==> src/rtl/load_store_unit_pkg.sv <==
// ----------------------------------------------------------------------------
// load_store_unit_pkg
//   Shared types for the load/store unit: memory access size encoding and
//   the LSU state machine encoding.
//   No ports (package).
// ----------------------------------------------------------------------------
package load_store_unit_pkg;

    typedef enum logic [1:0] {
        MEM_BYTE = 2'b00,
        MEM_HALF = 2'b01,
        MEM_WORD = 2'b10
    } mem_size_t;

    typedef enum logic [1:0] {
        IDLE = 2'b00,
        REQ  = 2'b01,
        WAIT = 2'b10,
        DONE = 2'b11
    } lsu_state_t;

    localparam logic [3:0] BE_ALL = 4'b1111;

endpackage

==> src/rtl/lsu_align.sv <==
// ----------------------------------------------------------------------------
// lsu_align
//   Purely combinational lane logic for RV32I loads and stores.
//   Ports:
//     size_i       access size (mem_size_t encoding, 2'b11 behaves as word)
//     uns_i        zero-extend loads instead of sign-extend
//     offset_i     byte address bits [1:0]
//     wdata_i      low-aligned store data
//     rdata_i      full memory word returned by a load
//     be_o         store byte enables
//     wdata_o      lane-replicated store data
//     rdata_o      extracted and extended load data
//     misaligned_o half on odd address, or word not on a 4-byte boundary
// ----------------------------------------------------------------------------
module lsu_align
    import load_store_unit_pkg::*;
(
    input  logic [1:0]  size_i,
    input  logic        uns_i,
    input  logic [1:0]  offset_i,
    input  logic [31:0] wdata_i,
    input  logic [31:0] rdata_i,
    output logic [3:0]  be_o,
    output logic [31:0] wdata_o,
    output logic [31:0] rdata_o,
    output logic        misaligned_o
);

    logic [1:0]  lane;
    logic [31:0] shifted;

    always_comb begin
        lane         = 2'b00;
        be_o         = BE_ALL;
        wdata_o      = wdata_i;
        misaligned_o = 1'b0;
        case (size_i)
            MEM_BYTE: begin
                lane    = offset_i;
                be_o    = 4'b0001 << offset_i;
                wdata_o = {4{wdata_i[7:0]}};
            end
            MEM_HALF: begin
                // A misaligned half still uses the half-word lane it falls in.
                lane         = {offset_i[1], 1'b0};
                be_o         = 4'b0011 << lane;
                wdata_o      = {2{wdata_i[15:0]}};
                misaligned_o = offset_i[0];
            end
            default: begin
                misaligned_o = (offset_i != 2'b00);
            end
        endcase

        shifted = rdata_i >> {lane, 3'b000};

        case (size_i)
            MEM_BYTE: rdata_o = {{24{~uns_i & shifted[7]}}, shifted[7:0]};
            MEM_HALF: rdata_o = {{16{~uns_i & shifted[15]}}, shifted[15:0]};
            default:  rdata_o = shifted;
        endcase
    end

endmodule

==> src/rtl/load_store_unit.sv <==
// ----------------------------------------------------------------------------
// load_store_unit
//   Executes RV32I LB/LH/LW/LBU/LHU/SB/SH/SW on a req/gnt/rvalid data memory
//   port and stalls the core until the access completes.
//   Optional feature macro: LSU_MISALIGN_TRAP_EN (adds lsu_misaligned_o and
//   completes misaligned accesses without touching memory).
//   Ports:
//     clk, reset          clock, asynchronous active-high reset
//     lsu_req_i ..        core side request (held while lsu_stall_o=1)
//     lsu_rdata_o         extended load data, valid with lsu_done_o
//     lsu_stall_o         freeze PC/pipeline
//     lsu_done_o          one-cycle commit pulse
//     dmem_*_o            registered memory request
//     dmem_gnt_i          request accepted
//     dmem_rvalid_i/rdata response (load data or store ack)
//     lsu_misaligned_o    misaligned trap flag (only with the macro)
//     lsu_state_o         current FSM state (debug)
//
//   Handshake: dmem_req_o rises in the cycle after the core request is
//   accepted and stays high with every dmem_* field stable until a cycle in
//   which dmem_gnt_i=1; it drops on the next edge. Exactly one dmem_rvalid_i
//   is then expected, no earlier than the cycle after the grant.
// ----------------------------------------------------------------------------
module load_store_unit
    import load_store_unit_pkg::*;
#(
    parameter int ADDR_W = 32,
    parameter int DATA_W = 32
) (
    input  logic              clk,
    input  logic              reset,
    input  logic              lsu_req_i,
    input  logic              lsu_we_i,
    input  logic [1:0]        lsu_size_i,
    input  logic              lsu_uns_i,
    input  logic [ADDR_W-1:0] lsu_addr_i,
    input  logic [DATA_W-1:0] lsu_wdata_i,
    output logic [DATA_W-1:0] lsu_rdata_o,
    output logic              lsu_stall_o,
    output logic              lsu_done_o,
    output logic              dmem_req_o,
    output logic              dmem_we_o,
    output logic [3:0]        dmem_be_o,
    output logic [ADDR_W-1:0] dmem_addr_o,
    output logic [DATA_W-1:0] dmem_wdata_o,
    input  logic              dmem_gnt_i,
    input  logic              dmem_rvalid_i,
    input  logic [DATA_W-1:0] dmem_rdata_i,
`ifdef LSU_MISALIGN_TRAP_EN
    output logic              lsu_misaligned_o,
`endif
    output lsu_state_t        lsu_state_o
);

    lsu_state_t        state_q, state_d;
    logic              we_q, we_d;
    logic [1:0]        size_q, size_d;
    logic              uns_q, uns_d;
    logic [1:0]        off_q, off_d;
    logic              dmem_req_q, dmem_req_d;
    logic              dmem_we_q, dmem_we_d;
    logic [3:0]        dmem_be_q, dmem_be_d;
    logic [ADDR_W-1:0] dmem_addr_q, dmem_addr_d;
    logic [DATA_W-1:0] dmem_wdata_q, dmem_wdata_d;
    logic [DATA_W-1:0] rdata_q, rdata_d;

    // In IDLE the lane logic looks at the live request (to build the memory
    // request); afterwards it looks at the latched fields (to extract loads).
    logic              in_idle;
    logic [1:0]        align_size;
    logic              align_uns;
    logic [1:0]        align_off;
    logic [3:0]        align_be;
    logic [DATA_W-1:0] align_wdata;
    logic [DATA_W-1:0] align_rdata;
    logic              align_mis;
    logic              trap;

    assign in_idle    = (state_q == IDLE);
    assign align_size = in_idle ? lsu_size_i      : size_q;
    assign align_uns  = in_idle ? lsu_uns_i       : uns_q;
    assign align_off  = in_idle ? lsu_addr_i[1:0] : off_q;

    lsu_align u_align (
        .size_i       (align_size),
        .uns_i        (align_uns),
        .offset_i     (align_off),
        .wdata_i      (lsu_wdata_i),
        .rdata_i      (dmem_rdata_i),
        .be_o         (align_be),
        .wdata_o      (align_wdata),
        .rdata_o      (align_rdata),
        .misaligned_o (align_mis)
    );

`ifdef LSU_MISALIGN_TRAP_EN
    logic mis_q, mis_d;
    assign trap             = align_mis;
    assign lsu_misaligned_o = mis_q;
`else
    logic misaligned_unused;
    assign misaligned_unused = align_mis;
    assign trap              = 1'b0;
`endif

    always_comb begin
        state_d      = state_q;
        we_d         = we_q;
        size_d       = size_q;
        uns_d        = uns_q;
        off_d        = off_q;
        dmem_req_d   = dmem_req_q;
        dmem_we_d    = dmem_we_q;
        dmem_be_d    = dmem_be_q;
        dmem_addr_d  = dmem_addr_q;
        dmem_wdata_d = dmem_wdata_q;
        rdata_d      = rdata_q;
`ifdef LSU_MISALIGN_TRAP_EN
        mis_d        = mis_q;
`endif
        case (state_q)
            IDLE: begin
                if (lsu_req_i) begin
                    we_d   = lsu_we_i;
                    size_d = lsu_size_i;
                    uns_d  = lsu_uns_i;
                    off_d  = lsu_addr_i[1:0];
                    if (trap) begin
                        // Misaligned trap: complete without a memory request.
                        state_d = DONE;
                        rdata_d = '0;
`ifdef LSU_MISALIGN_TRAP_EN
                        mis_d   = 1'b1;
`endif
                    end else begin
                        state_d      = REQ;
                        dmem_req_d   = 1'b1;
                        dmem_we_d    = lsu_we_i;
                        dmem_be_d    = lsu_we_i ? align_be : BE_ALL;
                        dmem_addr_d  = {lsu_addr_i[ADDR_W-1:2], 2'b00};
                        dmem_wdata_d = align_wdata;
                    end
                end
            end
            REQ: begin
                if (dmem_gnt_i) begin
                    dmem_req_d = 1'b0;
                    state_d    = WAIT;
                end
            end
            WAIT: begin
                if (dmem_rvalid_i) begin
                    rdata_d = we_q ? '0 : align_rdata;
                    state_d = DONE;
                end
            end
            DONE: begin
                state_d = IDLE;
`ifdef LSU_MISALIGN_TRAP_EN
                mis_d   = 1'b0;
`endif
            end
            default: state_d = IDLE;
        endcase
    end

    always_ff @(posedge clk or posedge reset) begin
        if (reset) begin
            state_q      <= IDLE;
            we_q         <= 1'b0;
            size_q       <= 2'b00;
            uns_q        <= 1'b0;
            off_q        <= 2'b00;
            dmem_req_q   <= 1'b0;
            dmem_we_q    <= 1'b0;
            dmem_be_q    <= 4'b0000;
            dmem_addr_q  <= '0;
            dmem_wdata_q <= '0;
            rdata_q      <= '0;
`ifdef LSU_MISALIGN_TRAP_EN
            mis_q        <= 1'b0;
`endif
        end else begin
            state_q      <= state_d;
            we_q         <= we_d;
            size_q       <= size_d;
            uns_q        <= uns_d;
            off_q        <= off_d;
            dmem_req_q   <= dmem_req_d;
            dmem_we_q    <= dmem_we_d;
            dmem_be_q    <= dmem_be_d;
            dmem_addr_q  <= dmem_addr_d;
            dmem_wdata_q <= dmem_wdata_d;
            rdata_q      <= rdata_d;
`ifdef LSU_MISALIGN_TRAP_EN
            mis_q        <= mis_d;
`endif
        end
    end

    // The core is released in DONE so the instruction commits that cycle.
    assign lsu_stall_o  = lsu_req_i & (state_q != DONE);
    assign lsu_done_o   = (state_q == DONE);
    assign lsu_rdata_o  = rdata_q;
    assign dmem_req_o   = dmem_req_q;
    assign dmem_we_o    = dmem_we_q;
    assign dmem_be_o    = dmem_be_q;
    assign dmem_addr_o  = dmem_addr_q;
    assign dmem_wdata_o = dmem_wdata_q;
    assign lsu_state_o  = state_q;

endmodule

==> config.mk <==
export PLATFORM = sky130hd
export DESIGN_NAME = load_store_unit
export DESIGN_NICKNAME = d
export VERILOG_FILES = /design/src/rtl/load_store_unit_pkg.sv /design/src/rtl/lsu_align.sv /design/src/rtl/load_store_unit.sv
export SDC_FILE = /design/constraint.sdc
export NUM_CORES = 1
export LEC_CHECK = 0
export ABC_AREA = 0
export ABC_CLOCK_PERIOD_IN_PS = 4200
export CAP_MARGIN = 5
export CELL_PAD_IN_SITES_DETAIL_PLACEMENT = 1
export CELL_PAD_IN_SITES_GLOBAL_PLACEMENT = 1
export CORE_ASPECT_RATIO = 0.8
export CORE_UTILIZATION = 32
export CTS_BUF_LIST = sky130_fd_sc_hd__clkbuf_4 sky130_fd_sc_hd__clkbuf_8
export CTS_CLUSTER_DIAMETER = 50
export DETAILED_ROUTE_END_ITERATION = 12
export PLACE_DENSITY = 0.82
export SYNTH_ARGS = -nofsm -noshare
export SYNTH_HDL_FRONTEND = slang
export SYNTH_SLANG_ARGS = --single-unit
==> constraint.sdc <==
create_clock -name clk -period 4.2 [get_ports clk]
set_input_delay 0.42 -clock clk [delete_from_list [all_inputs] [get_ports clk]]
set_output_delay 0.42 -clock clk [all_outputs]
set_load 0.05 [all_outputs]
Yosys cells after proc, flatten, opt, wreduce, memory -nomap -nowiden. Index checks and enable logic that the tools add are counted.

Eq/ne operators: 8. Add/sub/neg operators: 0. Multiply operators: 0. Reduce and logical (&&, ||, !) cells: 7. Mux-type cells: 16. Shift-type cells: 3. Div/mod/pow operators: 0. Bitwise gates (word level): 4. Magnitude comparators: 0.

Operators by type and width (number): 32-bit case mux with 2 select lines (2); 32-bit 2-to-1 mux (1); 32-bit by 5-bit >> shifter with 32-bit output (1); 2-bit 2-to-1 mux (5); 2-bit inequality test (second input constant) (4); 2-bit case mux with 4 select lines (1); 4-bit case mux with 2 select lines (1); 3-bit AND reduction (2); 2-bit by 1-bit == test with 1-bit output (second input constant) (2); 2-bit == test (second input constant) (2); 2-bit logical NOT (2); 4-bit 2-to-1 mux (1); 2-bit case mux with 2 select lines (1); 2-bit AND reduction (2); 1-bit by 2-bit << shifter with 4-bit output (first input constant) (1); 2-bit by 2-bit << shifter with 4-bit output (first input constant) (1); 1-bit bitwise AND (3); 1-bit 2-to-1 mux (3); 1-bit case mux with 2 select lines (1); 2-bit nonzero test (1); 1-bit inverter (1).

Bits in writable memories: 0. Bits in read-only memories: 0. Word-level logic and storage cells: 48. Memories: 0. Output and inout port bits: 106. Register bits: 107. Latch bits: 0. Input bits: 105.

Longest topological paths before layout.
Depth after elaboration: 8. Depth in mapped cells: 12. Gate-level depth less buffers: 8.

By module. Synthesis repeated with hierarchy kept, for this count alone.

Cell total of the unflattened synthesis: 489. Area, all modules: 5659.2 µm².

Modules (own cells, without submodules): load_store_unit (sequential area each 2677.6 µm², area an instance 4449.3 µm², instances 1, cells an instance 329); lsu_align (sequential area each 0.0 µm², area an instance 1209.9 µm², instances 1, cells an instance 160).

Worst setup path after synthesis. Ideal clock, no wire load.

Path type: reg2reg. Start point: register state_q[0] (netlist: lsu_state_o[0]). End point: register rdata_q[16] (netlist: lsu_rdata_o[16]). Setup slack: 1.194 ns. Cell stages (with the launch flop): 11. Required time: 4.079 ns. Clock period less this slack: 3.006 ns. Arrival time: 2.885 ns. Setup time: 0.121 ns. Path buffers: 2. Cells stage by stage: dfrtp_1 > inv_1 > ha_1 > and4bb_1 > nor2_2 > mux2i_2 > o22a_2 > or3b_1 > buf_2 > buf_6 > a22o_1.

Longest elaborated chain between the ends: 8. Elaborated cells on any way between the ends: 15. Classes of those cells: eq/ne: 2; shift: 1; mux: 6; bitwise: 3; reduce/logical: 3.

Ends and longest elaborated chain: from (decl) (RTL line load_store_unit.sv:55) `lsu_state_t state_q, state_d;`; from (signal assigned) (RTL line load_store_unit.sv:184) `state_q <= state_d;`; 2-bit logical NOT (RTL line load_store_unit.sv:79, load_store_unit.sv:121); 2-bit 2-to-1 mux (RTL line load_store_unit.sv:80) `assign align_size = in_idle ? lsu_size_i : size_q;`; 2-bit by 1-bit == test with 1-bit output or 2-bit logical NOT (tied branches) (RTL line lsu_align.sv:37, lsu_align.sv:57); 2-bit case mux with 2 select lines (RTL line lsu_align.sv:37) `case (size_i)`; 32-bit by 5-bit >> shifter with 32-bit output (RTL line lsu_align.sv:55) `shifted = rdata_i >> {lane, 3'b000};`; 1-bit bitwise AND, on equally long branches (RTL line lsu_align.sv:59, lsu_align.sv:58); 32-bit case mux with 2 select lines (RTL line lsu_align.sv:57) `case (size_i)`; 32-bit 2-to-1 mux (RTL line load_store_unit.sv:153) `rdata_d = we_q ? '0 : align_rdata;`; to (signal assigned) (RTL line load_store_unit.sv:194) `rdata_q <= rdata_d;`; to (decl) (RTL line load_store_unit.sv:65) `logic [DATA_W-1:0] rdata_q, rdata_d;`.

Parallel ways exist; a longest one is shown, timed or not. A chain may end at the register's enable or synchronous reset.

Worst setup path in the final report.
Start point: register state_q[1] (netlist: lsu_state_o[1]). End point: register rdata_q[18] (netlist: lsu_rdata_o[18]).

Same word-level chain as after synthesis.

==> results.json <==
{
  "skew_ps": 12.51,
  "wl_per_cell_um": 18.41,
  "ant_nets": 0,
  "maxSlewViolCount": 0,
  "rsz0062_at_grt": "false",
  "crit_required_ps": 4470,
  "synth-compound-area-share": 0.1527,
  "htree_levels": 3,
  "synthMuxAreaShare": 0.06143,
  "post_cts_buffers": 0,
  "nets": 836,
  "synth-edff-count": 0,
  "timing.final.crit_share": 0.8279,
  "gr-usage-all-layers": 0.2222,
  "slew-limit-headroom": 0.2101,
  "p_leak_nw": 3.383,
  "cts_resized": 0,
  "min_period_ps": 3477,
  "synth-main-ff-cell": "dfrtp_1",
  "clock-sinks": 107,
  "ys_warn_count": 0,
  "vdd_drop_max_mv": 0.3334,
  "ys_seq_area_frac": 0.5410,
  "area_growth_pct": 49.80,
  "grt_antenna_before_repair": 1,
  "hpwl_mm": 13.04,
  "syn_avg_cell_area_um2": 9.235,
  "die_h_um": 113.2,
  "gp_congestion": 0.8749,
  "status": "complete, no violations",
  "cts_tree": "yes",
  "clk_path_buf_depth": 2,
  "layout-drive-gt1-share": 0.05464,
  "drt_wl_total_mm": 17.36,
  "drt_pass1_iterations": 5,
  "setup_slack_ps": 722.9,
  "num_rows": 40,
  "synthXorXnorAreaFrac": 0,
  "yosysTopAreaCellShare": 0.5410,
  "crit_path_end_kind": "register",
  "synth_top_family_by_area": "simple AND/OR/NAND/NOR gates",
  "cap_viol_max_count": 0,
  "whs_ps": 485.9,
  "cts_made_buffers": 9,
  "initial_core_util": 0.3286,
  "syn-cell-area_um2": 4950,
  "cp-start-kind": "register",
  "die-area_um2": 15970,
  "overflow": 0,
  "viasPerCell": 4.979,
  "syn-instance-count": 536,
  "dp_slack_ps": 710.9,
  "clkTransAtPathRegs_ps": 100,
  "post_dp_cell_area_um2": 7203,
  "drt-initial-drc-count": 374,
  "cts_hold_buf": 0,
  "ys_ff_latch": 107,
  "drc": 0,
  "cp_max_fo": 26,
  "worst-slew-pin-transition_ps": 1181,
  "critPathKind": "register to register",
  "synthAdderAreaFrac": 0.01011,
  "async_flop_share": 1.000,
  "synth_area_leaders": "dfrtp_1, nand2_1, a22o_1, mux2i_1, nor2_1",
  "grt_pass1_vias": 4896,
  "grt_start_max_net_pins": 91,
  "vias": 4695,
  "hold_path.class": "register to register",
  "grt_pass1_wl_mm": 27.30,
  "hold_viol": 0,
  "coreArea_um2": 15060,
  "total_power_w": 0.006814,
  "fillers": 1696,
  "yosysUniqueCellTypes": 37,
  "cts_root_buf": "clkbuf_8",
  "clk_latency_ps": 390,
  "io-pin-count": 211,
  "crit_arrival_ps": 3750,
  "tns_ps": 0,
  "final_area_um2": 7415,
  "setup_viol": 0,
  "synth_top_cell_by_area": "dfrtp_1",
  "fmax_mhz": 287.6,
  "die_w_um": 141.1,
  "synthSimpleGateAreaFrac": 0.1977,
  "port_buffers": 208,
  "cellPowerDensity_nw_per_um2": 919.0
}
## cell families (layout without fill, tap and decap cells)
group	after synthesis	count (layout)
simple gates	247	247
fa+ha+maj	4	4
compound gates	106	106
mux	29	29
other cells	1	3
flops	107	107
buf+inv	42	237
## per-stage QoR
stage | utilization | std cells
4_1_cts | 0.4920 | 942
3_5_place_dp | 0.4782 | 926
3_3_place_gp | 0.4782 | 926
6_report | 0.4922 | 943
2_1_floorplan | - | 537
5_1_grt | 0.4922 | 943
## final timing paths
check / depth (start not counted) / slack (ps) / from / to
worst max-delay path: 8 / 720 / lsu_state_o[1]$_DFFE_PP0P_ / lsu_rdata_o[18]$_DFFE_PP0P_
worst min-delay path: 2 / 490 / dmem_wdata_o[0]$_DFFE_PP0P_ / dmem_wdata_o[0]$_DFFE_PP0P_
worst max register to register: 8 / 720 / lsu_state_o[1]$_DFFE_PP0P_ / lsu_rdata_o[18]$_DFFE_PP0P_
worst min register to register: 2 / 490 / dmem_wdata_o[0]$_DFFE_PP0P_ / dmem_wdata_o[0]$_DFFE_PP0P_
max in group asynchronous: 3 / 2630 / reset / lsu_rdata_o[26]$_DFFE_PP0P_
min in group asynchronous: 2 / 660 / reset / dmem_addr_o[16]$_DFFE_PP0P_
## cells in the mapped netlist, types with 2 or more instances
cell and instances:
mux2_2 7, nand2_1 193, nor2_1 42, clkbuf_1 29
a222oi_1 8, mux2i_1 20, buf_4 3, dfrtp_1 107
inv_1 6, ha_1 4, buf_2 3, o21ai_0 27
a22o_1 31, nand3_1 2, a32o_1 2, a21oi_1 11
nor3_1 2, a31oi_1 20
## power breakdown
part           total [W]  internal (W)  switching, W
combinational    0.00432       0.00143       0.00289
clock           0.000686      0.000298      0.000388
sequential       0.00180       0.00150      0.000307
## layout by cell type, fill, tap and decap left out, drive strengths merged, types with 4 or more instances in the layout
cell and instances:
nand2 193, buf 7, a222oi 8, mux2i 21, nor2 43, mux2 8
clkdlybuf4s50 208, dfrtp 107, a21oi 11, a31oi 20, clkbuf 10, a22o 31
ha 4, inv 8, o21ai 27
## per-layer routing
metal,global-route usage,part of all wire,wire length (um),vias to the layer above
met5,0,0,0,-
met4,0.06957,0.020,345,0
met3,0.06686,0.065,1133,24
met2,0.3648,0.47,8146,170
met1,0.2815,0.45,7734,2308
li1,-,-,-,2193
## layout make-up
cell class	instances	area, um^2	share of cell area
Inverter	6	25.02	0.003375
Tap cell	210	262.8	0.03544
Sequential cell	107	2678	0.3611
Timing Repair Buffer	215	2135	0.2879
Multi-Input combinational cell	388	2103	0.2837
Clock buffer	10	137.6	0.01856
Clock inverter	6	71.32	0.009619
Antenna cell	1	2.502	0.0003375
## worst max-delay path: stages, from the launching register on
cell	delay, ps
dfrtp_1	430
inv_1	110
ha_1	740
nor3_1	150
a21o_1	490
nand3_1	260
o22a_2	270
or3b_1	620
a22o_1	290
## state kept, by name (all words and copies together) (netlist names)
name,cells
dmem_wdata_o,32
lsu_rdata_o,32
dmem_addr_o,30
dmem_be_o,4
lsu_state_o,2
off_q,2
size_q,2
dmem_req_o,1
dmem_we_o,1
uns_q,1
Power figures use the tool's default switching activity.
==> variant: new RTL, same flow settings <==
`ADDR_W`: 32 -> 64.
--- a/src/rtl/load_store_unit.sv
+++ b/src/rtl/load_store_unit.sv
@@ -24,7 +24,7 @@
 module load_store_unit
     import load_store_unit_pkg::*;
 #(
-    parameter int ADDR_W = 32,
+    parameter int ADDR_W = 64,
     parameter int DATA_W = 32
 ) (
     input  logic              clk,
Interface: changed (resized dmem_addr_o and lsu_addr_i); port bits go from 211 to 275. No check against the original RTL was run, so the function may have changed too.
==> variant against the original RTL <==
- clock skew up 0.0031 ns
- power up 31%
- non-clock buffer count up 66
- setup slack better by 0.11 ns
- final area up 28%
- wire length up 28%
- sequential cell count up 32
- sequential share of layout area up 0.48 points
- area after synthesis up 24%
- global-route usage up 0.87 points
- highest routed layer unchanged
==> variant: results <==
export IMPL_path_clk_slew_ns=0.08
export IMPL_synth_mux_area_share_pct=4.95
export IMPL_drtPass1Iterations=6
export IMPL_skew_ns=0.0156
export IMPL_syn_avg_cell_area_um2=9.14
export IMPL_synth_adder_area_share_pct=0.815
export IMPL_drt_iter0_drc=276
export IMPL_run_status="finished, final reports clean"
export IMPL_grt_pass1_wl_mm=34.4
export IMPL_placed_area_um2=9090
export IMPL_grt_pass1_vias=6247
export IMPL_peakVddDrop_mv=0.427
export IMPL_synth_cell_types=38
export IMPL_h_tree_depth=4
export IMPL_holdCritStartpoint="dmem_addr_o[40]"
export IMPL_drive_gt1_share_pct=6.16
export IMPL_crit_slowest_cell="or3b_1"
export IMPL_pre_cts_slack_ns=0.821
export IMPL_whs_ns=0.481
export IMPL_cp_startpoint="lsu_state_o[0]"
export IMPL_fillers=2139
export IMPL_ff2ff_setup_slack_ns=0.83
export IMPL_port_buffers=272
export IMPL_wire_per_inst_um=18.5
export IMPL_whs_endpoint="dmem_addr_o[40]"
export IMPL_grt_usage_pct=23.1
export IMPL_critPathMaxFanout=16
export IMPL_crit_arrival_ns=3.70
export IMPL_synth_common_cells="289 x nand2_1, 139 x dfrtp_1, 42 x nor2_1"
export IMPL_grt_max_degree=116
export IMPL_via_per_inst=4.86
export IMPL_yosysSeqAreaShare_pct=56.6
export IMPL_p_leak_nw=4.42
export IMPL_timing_slew_headroom_pct=29.9
export IMPL_dp_hpwl_mm=15.9
export IMPL_synth_compound_area_share_pct=12.3
export IMPL_max_stage_delay_ns=0.64
export IMPL_dieArea_um2=19800
-- variant: logic make-up after synthesis --
kind of cell             after synthesis
multiplexers                          29
adder cells (fa/ha/maj)                4
AND/OR/NAND/NOR                      343
AO/OA/AOI/OAI                        106
other                                  1
buffers and inverters                 50
flip-flops                           139
-- variant: worst max-delay path by stage --
| stage | to | slack (ns) |
|---|---|---|
| after detailed placement | lsu_rdata_o[25] | 0.82 |
| after floorplan | dmem_addr_o[10] | 0.06 |
| after global routing | lsu_rdata_o[31] | 0.68 |
| final | lsu_rdata_o[25] | 0.83 |
| after CTS | lsu_rdata_o[25] | 0.85 |
| after global placement | lsu_rdata_o[31] | 0.88 |
-- variant: area by class of cell --
| class | count | area, um2 | share of cell area (%) |
|---|---|---|---|
| diodes | 1 | 2.50 | 0.0263 |
| clock buffers | 20 | 269 | 2.83 |
| clock inverters | 12 | 140 | 1.47 |
| inverters | 6 | 27.5 | 0.290 |
| multi-input cells | 484 | 2470 | 26.0 |
| flip-flops and latches | 139 | 3480 | 36.6 |
| well taps | 253 | 317 | 3.33 |
| repair buffers | 281 | 2800 | 29.5 |
-- variant: critical path, delay by kind of cell (launching register included) --
kind / cells / cell delay [ns]
and+or+nand+nor: 3 / 1.50
AOI/OAI and AO/OA: 2 / 0.56
DFF: 1 / 0.42
adders and majority gates: 1 / 0.36
muxes: 1 / 0.31
buffers and inverters: 1 / 0.08
-- variant: power breakdown --
part / internal (mW) / switching, mW
clock network: 0.572 / 0.569
registers: 1.95 / 0.373
logic: 1.78 / 3.70
total: 4.30 / 4.64
-- variant: metal layers --
layer / vias to the layer above / part of all wire [%] / global-route usage [%]
met3: 34 / 7.8 / 7.74
met4: 0 / 2.2 / 8.82
met2: 197 / 47 / 35.8
li1: 2739 / - / -
met5: - / 0 / 0
met1: 2837 / 43 / 29.7
